### config.mk
export PLATFORM = sky130hd
export DESIGN_NAME = lemon_ifu
export DESIGN_NICKNAME = d
export VERILOG_FILES = /design/src/rtl/lemon_ifu_pkg.sv /design/src/rtl/ifu_fifo.sv /design/src/rtl/lemon_ifu.sv
export SDC_FILE = /design/constraint.sdc
export NUM_CORES = 1
export LEC_CHECK = 0
export CAP_MARGIN = 0
export CORE_MARGIN = 3
export CORE_UTILIZATION = 40
export CTS_CLUSTER_SIZE = 24
export DETAILED_ROUTE_END_ITERATION = 10
export PLACE_DENSITY = 0.68
export SLEW_MARGIN = 20
export SYNTH_ARGS = -nofsm -noshare
export SYNTH_HDL_FRONTEND = slang
export SYNTH_SLANG_ARGS = --single-unit
export TNS_END_PERCENT = 20
### constraint.sdc
create_clock -name clk -period 8.3 [get_ports clk]
set_clock_uncertainty 0.2 [all_clocks]
set_input_delay 2.075 -clock clk [delete_from_list [all_inputs] [get_ports clk]]
set_output_delay 2.075 -clock clk [all_outputs]
set_load 0.005 [all_outputs]
### src/rtl/lemon_ifu_pkg.sv
// Shared fetch constants for LemonPC: reset fetch address and instruction length.
// Imported by the fetch unit and reused by the core top.
package lemon_ifu_pkg;

    localparam logic [63:0] PC_INIT_DEFAULT = 64'h8000_0000;
    localparam int          INST_BYTES      = 4;

endpackage

### src/rtl/ifu_fifo.sv
// Synchronous FIFO with flush and occupancy count; holds {pc, inst} for the fetch unit.
// DEPTH must be a power of two so the pointers wrap naturally.
module ifu_fifo #(
    parameter int WIDTH = 96,
    parameter int DEPTH = 4
) (
    input  logic                     clk,
    input  logic                     rst,
    input  logic                     flush,
    input  logic                     push,
    input  logic [WIDTH-1:0]         push_data,
    input  logic                     pop,
    output logic [WIDTH-1:0]         head_data,
    output logic [$clog2(DEPTH):0]   count,
    output logic                     empty
);

    localparam int AW = $clog2(DEPTH);
    localparam int CW = AW + 1;

    logic [WIDTH-1:0] mem [DEPTH];
    logic [AW-1:0]    wr_ptr;
    logic [AW-1:0]    rd_ptr;
    logic             full;
    logic             do_push;
    logic             do_pop;

    assign empty     = (count == '0);
    assign full      = (count == CW'(DEPTH));
    assign do_push   = push && !flush;
    assign do_pop    = pop && !empty && !flush;
    assign head_data = mem[rd_ptr];

    always_ff @(posedge clk or posedge rst) begin
        if (rst) begin
            wr_ptr <= '0;
            rd_ptr <= '0;
            count  <= '0;
        end else if (flush) begin
            wr_ptr <= '0;
            rd_ptr <= '0;
            count  <= '0;
        end else begin
            if (do_push) wr_ptr <= wr_ptr + AW'(1);
            if (do_pop)  rd_ptr <= rd_ptr + AW'(1);
            count <= count + CW'(do_push) - CW'(do_pop);
        end
    end

    // Storage needs no reset; outputs are qualified by empty upstream.
    always_ff @(posedge clk) begin
        if (do_push) mem[wr_ptr] <= push_data;
    end

    // Fetch credit accounting must never let a response land on a full buffer.
    assert property (@(posedge clk) disable iff (rst) !(do_push && full));

endmodule

### src/rtl/lemon_ifu.sv
// LemonPC instruction-fetch unit: issues sequential word fetches with several in flight,
// buffers responses with their PCs, and flushes/refetches on redirect.
module lemon_ifu
    import lemon_ifu_pkg::*;
#(
    parameter int              XLEN    = 64,
    parameter int              DEPTH   = 4,
    parameter logic [XLEN-1:0] PC_INIT = XLEN'(PC_INIT_DEFAULT)
) (
    input  logic            clk,
    input  logic            rst,
    output logic            imem_req_valid,
    input  logic            imem_req_ready,
    output logic [XLEN-1:0] imem_req_addr,
    input  logic            imem_resp_valid,
    input  logic [31:0]     imem_resp_data,
    output logic            inst_valid,
    input  logic            inst_ready,
    output logic [31:0]     inst,
    output logic [XLEN-1:0] inst_pc,
    input  logic            redirect_valid,
    input  logic [XLEN-1:0] redirect_pc
);

    localparam int CW = $clog2(DEPTH) + 1;
    localparam int FW = XLEN + 32;

    logic [XLEN-1:0] fetch_pc;
    logic [XLEN-1:0] resp_pc;
    logic [XLEN-1:0] redirect_base;
    logic [CW-1:0]   inflight;
    logic [CW-1:0]   inflight_next;
    logic [CW-1:0]   drop;
    logic [CW-1:0]   count;
    logic [CW:0]     credit_used;
    logic            req_fire;
    logic            push;
    logic            pop;
    logic            empty;
    logic [FW-1:0]   head;

    assign redirect_base = {redirect_pc[XLEN-1:2], 2'b00};

    // Buffered plus outstanding never exceeds DEPTH, so every response has a slot.
    assign credit_used    = {1'b0, count} + {1'b0, inflight};
    assign imem_req_valid = !rst && !redirect_valid && (credit_used < (CW+1)'(DEPTH));
    assign imem_req_addr  = fetch_pc;
    assign req_fire       = imem_req_valid && imem_req_ready;

    assign push          = imem_resp_valid && !redirect_valid && (drop == '0);
    assign pop           = inst_valid && inst_ready && !redirect_valid;
    assign inflight_next = inflight + CW'(req_fire) - CW'(imem_resp_valid);

    always_ff @(posedge clk or posedge rst) begin
        if (rst) begin
            fetch_pc <= PC_INIT;
            resp_pc  <= PC_INIT;
            inflight <= '0;
            drop     <= '0;
        end else begin
            inflight <= inflight_next;
            if (redirect_valid) begin
                // Everything still outstanding belongs to the old stream.
                fetch_pc <= redirect_base;
                resp_pc  <= redirect_base;
                drop     <= inflight_next;
            end else begin
                if (req_fire) fetch_pc <= fetch_pc + XLEN'(INST_BYTES);
                if (push)     resp_pc  <= resp_pc + XLEN'(INST_BYTES);
                if (imem_resp_valid && (drop != '0)) drop <= drop - CW'(1);
            end
        end
    end

    ifu_fifo #(
        .WIDTH (FW),
        .DEPTH (DEPTH)
    ) u_fifo (
        .clk       (clk),
        .rst       (rst),
        .flush     (redirect_valid),
        .push      (push),
        .push_data ({resp_pc, imem_resp_data}),
        .pop       (pop),
        .head_data (head),
        .count     (count),
        .empty     (empty)
    );

    assign inst_valid = !empty;
    assign inst       = inst_valid ? head[31:0] : '0;
    assign inst_pc    = inst_valid ? head[FW-1:32] : '0;

endmodule

==> impl_metrics.tcl <==
set metrics [dict create \
    status "finished, final reports clean" \
    worstMarginPinSlew_ns 1.07 \
    crit_required_ns 6.03 \
    grt_pass1_wl_um 92500 \
    regToRegEndpoint "resp_pc[48]$_DFFE_PP0N_" \
    synth_largest_area_cell "edfxtp_1" \
    yosys-top-cells-count "376 x edfxtp_1, 135 x dfrtp_1, 119 x nand2_1" \
    hold_viol_final 0 \
    r2r_cells 6 \
    h-tree-depth 2 \
    route.antenna.remaining_nets 0 \
    drt_first_pass_iters 6 \
    drt_first_iter_violations 1310 \
    grtUsageTotal_pct 20.2 \
    port_buffers 257 \
    cts_tree "built" \
    fin_util_pct 49.8 \
    hold_ws_ns 0.360 \
    critical_path.startpoint "u_fifo.rd_ptr[0]$_DFFE_PP0P_" \
    hp-class "reg -> reg" \
    core_area_um2 55400 \
    row_count 86 \
    cp_slowest_cell "dfrtp_4" \
    path_delay_family "buffers and inverters" \
    path_clk_slew_ns 0.06 \
    numCtsBuffers 53 \
    setup_viol 0 \
    postCtsHoldBufs 0 \
    postSynth.asyncResetShare_pct 26.7 \
    die_w_um 244 \
    cts_num_sinks 513 \
    synthTopCellsByArea "edfxtp_1 50%, dfrtp_1 15%, mux4_2 9.4%" \
    post-cts-setup-buffers 0 \
    crit_chain "buf_4 > mux4_2 > and2_1 > clkdlybuf4s50_1" \
    overflow 0 \
    clock_path_buffers 3 \
    slew_violations 0 \
    power_density_nw_per_um2 265 \
    reg2reg_from "resp_pc[2]$_DFFE_PP0N_" \
    grt_pass1_vias 14800 \
    synth-edff-count 376 \
    max_cap_violations 0 \
    clkLatencyLatePin_ns 0.59 \
    final.period_utilization_pct 69.1 \
    num_vias 15100 \
    layout.nets 1941 \
    crit_path_end "inst_pc[27]" \
    area_delta_synth_final_pct 22.3 \
    place_congestion 0.908 \
    ys_warn_count 0 \
    cts-root-buf "clkbuf_16" \
    synth_seq_area_share_pct 65.2 \
    finalSetupTns_ns 0 \
    ys_seq_elements 513 \
    drive_gt1_share_pct 12.2 \
    fmax_ghz 0.174 \
    worst_setup_path_start_kind "flip-flop" \
    grt_max_degree 74 \
    cp.depth 4 \
    syn_avg_cell_area_um2 14.3 \
    post-synth-top-count-cell "edfxtp_1" \
    netlist_area_um2 22600 \
    path_buf_inv 2 \
    pre_cts_ws_ns 2.58 \
    wl_um 60200 \
    remaining_drc_errors 0 \
    r2r_slack_ns 4.52 \
    yosys.area.top_type_share_pct 50.0 \
    synth.distinct_cells 63 \
    io_pins 264 \
    dp_hpwl_um 39200 \
    synth_flop_cell "edfxtp_1" \
    max-slew-margin-rel_pct 28.6 \
    power_leakage_nw 9.18 \
    endpoint_kind "output port" \
    cts_resized 0 \
    setup_slack_ns 2.57 \
    critPathKind "reg -> out" \
    vias_per_cell 5.79 \
    die_area_um2 59300 \
    start_util_pct 40.7 \
    synth_cells 1578 \
    die_h_um 244 \
    period_needed_ns 5.73 \
    grt_setup_unrepaired "false" \
    worst-path-max-fanout 35 \
    cp.arrival_ns 3.46 \
    antenna_found_initial 1 \
    peakVddDrop_mv 0.182 \
    wire_per_inst_um 23.0 \
    slowest_delay_ns 0.80 \
]
-- metrics by stage --
| step | power (mW) | cells | instance area (um^2) |
|---|---|---|---|
| 6_report | 7.31 | 2617 | 27600 |
| 5_1_grt | 7.66 | 2615 | 27600 |
| 3_5_place_dp | 5.04 | 2516 | 25900 |
| 2_1_floorplan | 4.09 | 1581 | 22600 |
| 3_3_place_gp | 5.01 | 2516 | 25900 |
| 4_1_cts | 7.41 | 2615 | 27600 |
-- power by group --
part | switching [mW] | total [mW] | internal (mW)
clock | 0.976 | 2.35 | 1.38
sequential | 0.242 | 3.18 | 2.94
combinational | 0.769 | 1.77 | 1.00
-- sequential cells by signal (all words and copies together), names as in the netlist --
name,flops
imem_req_addr,62
u_fifo.wr_ptr,2
drop,3
resp_pc,62
u_fifo.mem,376
u_fifo.rd_ptr,2
inflight,3
u_fifo.count,3
-- worst min-delay path, cell delays in order, from the launching register on --
cell and delay [ns]:
dfstp_2 0.39, o211ai_1 0.09, nand3_1 0.08
-- metal layers --
layer  part of all wire (%)  vias up  track usage, %
met4                    1.8        0            4.51
met1                     44     7759            29.6
met3                    7.6       82            3.79
met2                     46      648            31.4
li1                       -     6653               -
met5                      0        -               0
-- logic make-up (layout without fill, tap and decap cells) --
kind of cell / count (synthesis) / in the layout / share of synthesized area, %
simple gates: 589 / 589 / 14.3
fa+ha+maj: 16 / 16 / 0.953
flops: 513 / 513 / 65.2
buf+inv: 116 / 402 / 2.03
xor+xnor: 41 / 41 / 1.59
compound gates: 198 / 198 / 6.00
mux: 104 / 104 / 9.86
other cells: 1 / 6 / 0.0166
-- area by class of cell --
type	count	area, um^2
fillers	4729	27800
diodes	2	5.00
multi-input cells	952	7420
clock inverters	31	299
clock buffers	68	1400
well taps	748	936
inverters	26	100
flip-flops and latches	513	14700
repair buffers	277	2720
-- worst min path at each step --
stage,endpoint,slack (ns),startpoint,depth (start not counted)
after global routing,imem_req_addr[31]$_DFFE_PP1N_,0.39,imem_req_addr[31]$_DFFE_PP1N_,2
after floorplan,u_fifo.mem[0][95]$_DFFE_PP_,0.29,resp_pc[63]$_DFFE_PP0N_,0
after detailed placement,imem_req_addr[20]$_DFFE_PP0N_,0.35,imem_req_addr[20]$_DFFE_PP0N_,1
after CTS,imem_req_addr[31]$_DFFE_PP1N_,0.36,imem_req_addr[31]$_DFFE_PP1N_,2
after global placement,u_fifo.mem[2][95]$_DFFE_PP_,0.33,resp_pc[63]$_DFFE_PP0N_,0
final,imem_req_addr[31]$_DFFE_PP1N_,0.36,imem_req_addr[31]$_DFFE_PP1N_,2
-- layout by cell type (no fill, tap or decap), drive strengths merged, types with 16 or more instances in the layout --
cell type,n
buf,21
o211ai,35
or4,29
clkinv,23
mux4,94
xor2,21
or3,19
and2,114
clkbuf,68
nor3,20
and4,19
clkdlybuf4s50,256
a31oi,22
nor2,58
edfxtp,376
and3,21
dfrtp,135
o311ai,31
inv,27
nand2,119
xnor2,20
o21ai,54
nand3,85
nor4,16
nand4,59
No activity file was read; power rests on OpenSTA's default activity.
